**src/rtl/sd_command_controller.sv**
```systemverilog
// SD SPI-mode command sequencer: decodes receiver frames, tracks init state, streams R1/R3/R7 responses.
// Define SD_APP_CMD_EN for CMD55/ACMD41 initialisation; otherwise CMD1 drives initialisation.
module sd_command_controller #(
  parameter int          INIT_POLLS = 2,
  parameter logic [23:0] OCR_VDD    = 24'hFF8000
) (
  input  logic        clock,
  input  logic        reset,
  input  logic        io_ArgumentReadFinished,
  input  logic        io_ReadSuccess,
  input  logic [5:0]  io_Command,
  input  logic [31:0] io_CommandArgument,
  output logic        io_RespValid,
  input  logic        io_RespReady,
  output logic [7:0]  io_RespByte,
  output logic        io_RespLast,
  output logic        io_ReadReq,
  output logic [31:0] io_ReadAddr,
  output logic        io_InIdle,
  output logic        io_Dropped,
  output logic [2:0]  io___state
);
  typedef enum logic [2:0] {
    WAIT   = 3'd0,
    DECODE = 3'd1,
    NCR    = 3'd2,
    R1     = 3'd3,
    TAIL   = 3'd4
  } state_t;

  localparam logic [7:0] POLL_MAX = 8'(INIT_POLLS);

  state_t      state_q, state_d;
  logic        arf_q;
  logic [5:0]  cmd_q, cmd_d;
  logic [11:0] arg_q, arg_d;
  logic        rs_q, rs_d;
  logic        idle_q, idle_d;
  logic [7:0]  polls_q, polls_d;
  logic [7:0]  r1_q, r1_d;
  logic [31:0] tail_q, tail_d;
  logic        has_tail_q, has_tail_d;
  logic [1:0]  idx_q, idx_d;
  logic        req_q, req_d;
  logic [31:0] addr_q, addr_d;
  logic        drop_q, drop_d;
  logic        rise;
  logic        init_cmd;

  assign rise = io_ArgumentReadFinished & ~arf_q;

`ifdef SD_APP_CMD_EN
  logic app_q, app_d;
  assign init_cmd = (cmd_q == 6'd41) && app_q;
`else
  assign init_cmd = (cmd_q == 6'd1);
`endif

  always_comb begin
    state_d      = state_q;
    cmd_d        = cmd_q;
    arg_d        = arg_q;
    rs_d         = rs_q;
    idle_d       = idle_q;
    polls_d      = polls_q;
    r1_d         = r1_q;
    tail_d       = tail_q;
    has_tail_d   = has_tail_q;
    idx_d        = idx_q;
    addr_d       = addr_q;
    req_d        = 1'b0;
    drop_d       = rise && (state_q != WAIT);
`ifdef SD_APP_CMD_EN
    app_d        = app_q;
`endif
    io_RespValid = 1'b0;
    io_RespByte  = 8'hFF;
    io_RespLast  = 1'b0;
    case (state_q)
      WAIT: begin
        if (rise) begin
          cmd_d   = io_Command;
          arg_d   = io_CommandArgument[11:0];
          rs_d    = io_ReadSuccess;
          state_d = DECODE;
          // Idle only changes in DECODE, so the read request can be issued straight off the edge.
          if (io_ReadSuccess && io_Command == 6'd17 && !idle_q) begin
            req_d  = 1'b1;
            addr_d = io_CommandArgument;
          end
        end
      end
      DECODE: begin
        state_d    = NCR;
        idx_d      = 2'd0;
        has_tail_d = 1'b0;
        tail_d     = 32'h0;
        r1_d       = {7'b0, idle_q};
        if (!rs_q) begin
          r1_d = {4'b0, 1'b1, 2'b0, idle_q};
        end else begin
`ifdef SD_APP_CMD_EN
          app_d = 1'b0;
`endif
          if (init_cmd) begin
            if (polls_q < POLL_MAX) begin
              polls_d = polls_q + 8'd1;
              r1_d    = 8'h01;
            end else begin
              idle_d = 1'b0;
              r1_d   = 8'h00;
            end
          end else begin
            case (cmd_q)
              6'd0: begin
                idle_d  = 1'b1;
                polls_d = 8'd0;
                r1_d    = 8'h01;
              end
              6'd8: begin
                has_tail_d = 1'b1;
                tail_d     = {20'h0, arg_q};
              end
              6'd16: ;
              6'd17: r1_d[2] = idle_q;
              6'd58: begin
                has_tail_d = 1'b1;
                tail_d     = {~idle_q, ~idle_q, 6'b0, OCR_VDD};
              end
`ifdef SD_APP_CMD_EN
              6'd55: app_d = 1'b1;
`endif
              default: r1_d[2] = 1'b1;
            endcase
          end
        end
      end
      NCR: begin
        io_RespValid = 1'b1;
        if (io_RespReady) state_d = R1;
      end
      R1: begin
        io_RespValid = 1'b1;
        io_RespByte  = r1_q;
        io_RespLast  = !has_tail_q;
        if (io_RespReady) state_d = has_tail_q ? TAIL : WAIT;
      end
      TAIL: begin
        io_RespValid = 1'b1;
        io_RespByte  = tail_q[31:24];
        io_RespLast  = (idx_q == 2'd3);
        if (io_RespReady) begin
          tail_d = {tail_q[23:0], 8'h00};
          idx_d  = idx_q + 2'd1;
          if (idx_q == 2'd3) state_d = WAIT;
        end
      end
      default: state_d = WAIT;
    endcase
  end

  always_ff @(posedge clock or posedge reset) begin
    if (reset) begin
      state_q    <= WAIT;
      arf_q      <= 1'b0;
      cmd_q      <= 6'd0;
      arg_q      <= 12'd0;
      rs_q       <= 1'b0;
      idle_q     <= 1'b1;
      polls_q    <= 8'd0;
      r1_q       <= 8'h00;
      tail_q     <= 32'h0;
      has_tail_q <= 1'b0;
      idx_q      <= 2'd0;
      req_q      <= 1'b0;
      addr_q     <= 32'h0;
      drop_q     <= 1'b0;
`ifdef SD_APP_CMD_EN
      app_q      <= 1'b0;
`endif
    end else begin
      state_q    <= state_d;
      arf_q      <= io_ArgumentReadFinished;
      cmd_q      <= cmd_d;
      arg_q      <= arg_d;
      rs_q       <= rs_d;
      idle_q     <= idle_d;
      polls_q    <= polls_d;
      r1_q       <= r1_d;
      tail_q     <= tail_d;
      has_tail_q <= has_tail_d;
      idx_q      <= idx_d;
      req_q      <= req_d;
      addr_q     <= addr_d;
      drop_q     <= drop_d;
`ifdef SD_APP_CMD_EN
      app_q      <= app_d;
`endif
    end
  end

  assign io_ReadReq  = req_q;
  assign io_ReadAddr = addr_q;
  assign io_InIdle   = idle_q;
  assign io_Dropped  = drop_q;
  assign io___state  = state_q;
endmodule

```
**config.mk**
```make
export PLATFORM = sky130hd
export DESIGN_NAME = sd_command_controller
export DESIGN_NICKNAME = d
export VERILOG_FILES = /design/src/rtl/sd_command_controller.sv
export SDC_FILE = /design/constraint.sdc
export NUM_CORES = 1
export LEC_CHECK = 0
export CAP_MARGIN = 20
export CORE_AREA = 2 2 92 94
export CTS_BUF_LIST = sky130_fd_sc_hd__clkbuf_8
export DETAILED_ROUTE_END_ITERATION = 10
export DIE_AREA = 0 0 94 96
export PLACE_DENSITY = 0.86
export SLEW_MARGIN = 20
export SYNTH_ARGS = -nofsm -noshare
export SYNTH_HDL_FRONTEND = slang
export SYNTH_SLANG_ARGS = --single-unit
```
**constraint.sdc**
```tcl
create_clock -name clock -period 6.9 [get_ports clock]
set_clock_uncertainty 0.2 [all_clocks]
set_input_delay 1.035 -clock clock [delete_from_list [all_inputs] [get_ports clock]]
set_output_delay 1.035 -clock clock [all_outputs]
set_load 0.03 [all_outputs]
```
==> results.toml, run 1 <==
[outcome]
outcome = "complete, no violations"

[cts]
cts_made_buffers = 9
cts_resized = 0
insertion_delay_ns = 0.37
cts_root_buffer = "clkbuf_8"
postCtsSetupBuffers = 0
clock-sinks = 104
cts_tree = "built"
cts_hold_buf = 0
htreeDepth = 3
path_clk_slew_ns = 0.09
clock_path_buffers = 2

[critical_path]
reg2reg_slack_ns = 3.66
critPathLaunchType = "flop"
worstSetupEndpoint = "io_RespLast"
critPathKind = "flop to output pin"
reg2regPathDepth = 4
crit_path_max_fanout = 18
r2r_start = "io___state[1]$_DFFE_PP0P_"
endpoint_kind = "output pin"
cp_data_required_time_ns = 5.66
r2r-end = "io_ReadAddr[19]$_DFFE_PP0P_"
worstPathArrival_ns = 2.55
startpoint = "io___state[1]$_DFFE_PP0P_"

[final_layout]
layout_common_cells = "103 x dfrtp_1, 90 x clkdlybuf4s50_1, 54 x nand2_1"
fin_nets = 493
final_cells = 558
syn_to_final_growth_pct = 24.3
multi_input_area_mm2 = 0.00173
antenna-diode-count = 0
seq_area_mm2 = 0.00260
nFillCells = 589
final_util_pct = 69.4
final_common_cell = "dfrtp_1"
drive_gt1_share_pct = 17.7

[power]
leakagePower_nw = 2.61
max-vdd-ir-drop_uv = 154
power_density_mw_per_mm2 = 301

[drt]
first_pass_iters = 4
num_vias = 2983
drc = 0
drtIter0Drc = 219
avgViaCountPerCell = 5.35
wl_per_cell_um = 15.3
wl_um = 8550
antenna_left = 0

[global_route]
grt_pass1_vias = 2946
grt_pass1_wl_um = 14200
overflow = 0
antenna_found_initial = 0
grt_max_degree = 66
grtUsageTotal_pct = 19.9

[synth]
yosys_warnings = 0
syn_inst = 366
ys_seq_area_share_pct = 58.0
synth_nets = 411
ys_ff_latch = 104
syn_avg_cell_area_um2 = 12.3
synthDistinctLibCells = 50
syn_area_mm2 = 0.00449

[sta]
period_share_pct = 54.8
maxSlewViolCount = 0
max_slew_margin_pct = 31.2
rsz0062_at_grt = "no"
layout_min_cycle_time_ns = 3.78
max_clock_freq_mhz = 264
setup_viol = 0
setup-tns-final_ns = 0
hold_viol_final = 0
tightestPinTransition_ns = 1.03
setup_ws_ns = 3.12

[floorplanning]
die_h_um = 96
design.portCount = 91
fp.dieW_um = 94
initial_core_util_pct = 55.8
num_rows = 33
coreArea_mm2 = 0.00805
die_area_mm2 = 0.00902

[placed_design]
place_ws_ns = 2.78
place_congestion = 0.754
dpl.cell_count = 542
io_buffers = 90
dp.final_hpwl_um = 5920

[hold_path]
hold_path.class = "flop to flop"

[job]
maxCapViolCount = 0
==> worst min path at each step <==
| stage | start | to | slack (ns) | cells past startpoint |
|---|---|---|---|---|
| 6_report | tail_q[2]$_DFFE_PP0P_ | tail_q[2]$_DFFE_PP0P_ | 0.27 | 2 |
| 5_1_grt | tail_q[0]$_DFFE_PP0P_ | tail_q[0]$_DFFE_PP0P_ | 0.31 | 2 |
| 4_1_cts | tail_q[2]$_DFFE_PP0P_ | tail_q[2]$_DFFE_PP0P_ | 0.28 | 2 |
| 3_5_place_dp | tail_q[6]$_DFFE_PP0P_ | tail_q[6]$_DFFE_PP0P_ | 0.26 | 2 |
| 3_3_place_gp | tail_q[2]$_DFFE_PP0P_ | tail_q[2]$_DFFE_PP0P_ | 0.25 | 2 |
| 2_1_floorplan | tail_q[4]$_DFFE_PP0P_ | tail_q[4]$_DFFE_PP0P_ | 0.24 | 2 |
==> power breakdown <==
part           internal, W  switching [W]
Combinational     0.000235       0.000270
Clock             0.000138       0.000198
Sequential        0.000734       0.000107
==> flip-flops by register name (all words and copies together) (netlist names) <==
register and count:
io_ReadAddr 32, tail_q 32, arg_q 12, polls_q 8, cmd_q 6, io___state 3, r1_q 3, idx_q 2
arf_q 1, has_tail_q 1, io_Dropped 1, io_InIdle 1, io_ReadReq 1, rs_q 1
==> worst max-delay path: stages, from the launching register on <==
cell and delay, ns:
dfrtp_1 0.57, nor3b_4 0.71, nand2_1 0.10, o21ai_0 0.10, clkdlybuf4s50_1 0.70
==> layout make-up <==
cell class / count / share of cell area [%]
Multi-Input combinational cell: 235 / 31.0
Inverter: 5 / 0.381
Sequential cell: 104 / 46.6
Timing Repair Buffer: 93 / 16.5
Clock inverter: 6 / 0.650
Clock buffer: 10 / 2.46
Tap cell: 105 / 2.35
==> metal layers <==
metal  GRT usage, %  up-vias  share of wire [%]
li1               -     1439                  -
met1           28.9     1465                 46
met2           31.0       69                 49
met3           2.58       10                3.6
met4           7.73        0                1.6
met5              0        -                  0
==> synth_stat cells, drive strengths merged <==
master / count / area, um^2
dfrtp: 103 / 2580
nand2: 54 / 203
mux2: 53 / 706
nor2: 28 / 105
nand3: 18 / 90.1
buf: 13 / 118
o21ai: 11 / 55.1
a21oi: 10 / 50.1
clkbuf: 9 / 33.8
o21a: 9 / 67.6
inv: 5 / 18.8
nor3: 5 / 41.3
a221oi: 4 / 35.0
and2: 3 / 18.8
nand2b: 3 / 18.8
nor3b: 3 / 27.5
nor4: 3 / 18.8
o22a: 3 / 26.3
a221o: 2 / 20.0
and3: 2 / 12.5
ha: 2 / 25.0
o31ai: 2 / 15.0
or3: 2 / 12.5
or3b: 2 / 17.5
a211oi: 1 / 7.51
a31o: 1 / 8.76
a31oi: 1 / 6.26
a32o: 1 / 10.0
and4: 1 / 8.76
dfstp: 1 / 26.3
mux2i: 1 / 10.0
nand3b: 1 / 7.51
nand4: 1 / 6.26
nor4bb: 1 / 10.0
o21bai: 1 / 7.51
o31a: 1 / 8.76
o32a: 1 / 10.0
o41a: 1 / 21.3
or4: 1 / 11.3
or4b: 1 / 10.0
xnor2: 1 / 8.76
==> through the flow <==
| stage | area [um^2] | power [W] | hold slack, ns |
|---|---|---|---|
| final | 5590 | 0.00168 | 0.275 |
| after global routing | 5590 | 0.00178 | 0.310 |
| after CTS | 5580 | 0.00169 | 0.277 |
| after detailed placement | 5410 | 0.00136 | 0.255 |
| after global placement | 5410 | 0.00134 | 0.250 |
| after floorplan | 4490 | 0.00118 | 0.238 |
==> cell families after synthesis <==
family                   after synthesis  synth area share (%)
AO/OA/AOI/OAI                         49                  7.77
XOR/XNOR                               1                 0.195
adder cells (fa/ha/maj)                2                 0.557
buffers and inverters                 27                  3.79
flip-flops                           104                  58.0
multiplexers                          54                  15.9
AND/OR/NAND/NOR                      129                  13.8
Power figures use the tool's default switching activity.
==> run 2: changes to the inputs <==
--- a/config.mk
+++ b/config.mk
@@ -6,11 +6,11 @@
 export NUM_CORES = 1
 export LEC_CHECK = 0
 export CAP_MARGIN = 20
-export CORE_AREA = 2 2 92 94
+export CORE_AREA = 2 2 96 98
 export CTS_BUF_LIST = sky130_fd_sc_hd__clkbuf_8
 export DETAILED_ROUTE_END_ITERATION = 10
-export DIE_AREA = 0 0 94 96
-export PLACE_DENSITY = 0.86
+export DIE_AREA = 0 0 98 100
+export PLACE_DENSITY = 0.8
 export SLEW_MARGIN = 20
 export SYNTH_ARGS = -nofsm -noshare
 export SYNTH_HDL_FRONTEND = slang
==> constraint.sdc (replaced) <==
create_clock -name clock -period 3.95 [get_ports clock]
set_clock_uncertainty 0.2 [all_clocks]
set_input_delay 0.5925 -clock clock [delete_from_list [all_inputs] [get_ports clock]]
set_output_delay 0.5925 -clock clock [all_outputs]
set_load 0.03 [all_outputs]
==> run 2 against run 1 <==
Compared with the run above: design area up 1.5%; die area up 8.6%; clock power up 120%; critical path depth down 1; worst setup slack worse by 2.4 ns; final cell count up 1.8%; global-route usage down 1.5 points; wire length up 1.8%; combinational power up 79%; sequential power up 75%.
==> results.toml, run 2 (synthesis gave the netlist of run 1 again) <==
[sta]
setup-tns-final_ns = 0
max_slew_margin_pct = 30.2
max_clock_freq_mhz = 307
setup_viol = 0
hold_viol_final = 0
layout_min_cycle_time_ns = 3.26
maxSlewViolCount = 0
period_share_pct = 82.5
tightestPinTransition_ns = 1.05
rsz0062_at_grt = "no"

[drt]
first_pass_iters = 5
wl_um = 8700
avgViaCountPerCell = 5.35
wl_per_cell_um = 15.3
drtIter0Drc = 189
antenna_left = 0
drc = 0
num_vias = 3039

[power]
leakagePower_nw = 2.65
power_density_mw_per_mm2 = 550
max-vdd-ir-drop_uv = 277

[critical_path]
cp_data_required_time_ns = 3.16
crit_path_max_fanout = 14
max_stage_delay_ns = 0.64
critPathLaunchType = "flop"
critPathKind = "flop to output pin"
worstPathArrival_ns = 2.47
endpoint_kind = "output pin"
slowest_stage = "or3b_1"
worstPathCellList = "or3b_1 -> o22a_1 -> clkdlybuf4s50_1"

[cts]
cts_tree = "built"
clock_path_buffers = 2
cts_made_buffers = 9
path_clk_slew_ns = 0.09
cts_resized = 0
cts_root_buffer = "clkbuf_8"
cts_hold_buf = 0
postCtsSetupBuffers = 0
clock-sinks = 104
insertion_delay_ns = 0.37
htreeDepth = 3

[floorplanning]
design.portCount = 91
fp.dieW_um = 98
die_h_um = 100
die_area_mm2 = 0.00980
initial_core_util_pct = 50.5
num_rows = 35
coreArea_mm2 = 0.00889

[final_layout]
final_cell_area_mm2 = 0.00567
fin_nets = 497
final_common_cell = "dfrtp_1"
antenna-diode-count = 0
layout_common_cells = "103 x dfrtp_1, 90 x clkdlybuf4s50_1, 54 x nand2_1"
drive_gt1_share_pct = 18.6
final_util_pct = 63.8
nFillCells = 675
syn_to_final_growth_pct = 26.2

[placed_design]
place_area_mm2 = 0.00544
dp.final_hpwl_um = 5970
io_buffers = 90
place_congestion = 0.774

[outcome]
outcome = "complete, no violations"

[global_route]
antenna_found_initial = 0
grt_max_degree = 78
overflow = 0
grt_pass1_vias = 3065
grt_pass1_wl_um = 14600
grtUsageTotal_pct = 18.4

[job]
maxCapViolCount = 0

[hold_path]
hold_path.class = "flop to flop"
## run 2: cell types whose count changed in the layout (fill, tap and decap cells not counted), sizes merged
cell and delta:
buf +4, bufinv +2, clkinvlp -2, clkinv -1
inv +1
## run 2: critical path, delay by kind of cell, from the launching register on
kind / cells / cell delay (ns)
compound gates: 1 / 0.31
buf+inv: 1 / 0.60
flops: 1 / 0.55
simple gates: 1 / 0.64
## run 2: report_power, final
part           internal [W]  switching [W]  leakage (nW)  total, W
clock              0.000378       0.000370         0.113  0.000748
sequential          0.00128       0.000183          1.37   0.00147
combinational      0.000417       0.000489          1.16  0.000906
total               0.00208        0.00104          2.65   0.00312
## run 2: final timing paths
| check | to | start | cells past startpoint | slack [ns] |
|---|---|---|---|---|
| setup reg to reg | io_ReadAddr[26]$_DFFE_PP0P_ | io___state[1]$_DFFE_PP0P_ | 4 | 1.32 |
| setup / recovery | io_RespByte[2] | io___state[1]$_DFFE_PP0P_ | 3 | 0.69 |
| min in group asynchronous | io_ReadAddr[27]$_DFFE_PP0P_ | reset | 2 | 0.57 |
| hold reg to reg | tail_q[14]$_DFFE_PP0P_ | tail_q[14]$_DFFE_PP0P_ | 2 | 0.28 |
| max in group asynchronous | tail_q[7]$_DFFE_PP0P_ | reset | 3 | 2.18 |
| hold / removal | tail_q[14]$_DFFE_PP0P_ | tail_q[14]$_DFFE_PP0P_ | 2 | 0.28 |
## run 2: metal layers
metal | wire length (um) | vias up | track usage (%)
li1 | - | 1444 | -
met1 | 3820 | 1517 | 24.7
met2 | 4460 | 76 | 30.6
met3 | 392 | 2 | 3.27
met4 | 37 | 0 | 6.30
met5 | 0 | - | 0
## run 2: area by class of cell
| type | count | area (um^2) | share of cell area (%) |
|---|---|---|---|
| tap | 111 | 139 | 2.45 |
| timing repair buffer | 97 | 953 | 16.8 |
| sequential | 104 | 2600 | 45.9 |
| clock inverter | 6 | 90.1 | 1.59 |
| inverter | 5 | 21.3 | 0.375 |
| clock buffer | 10 | 138 | 2.43 |
| multi-input combinational | 235 | 1730 | 30.4 |
## run 2: stage by stage
stage	hold WS [ns]	worst slack (ns)	instances	power, W
floorplan	0.238	0.427	366	0.00206
global placement	0.251	0.772	552	0.00236
detailed placement	0.255	0.731	552	0.00240
CTS	0.277	0.662	568	0.00315
global route	0.298	0.573	568	0.00328
finish	0.275	0.692	568	0.00312
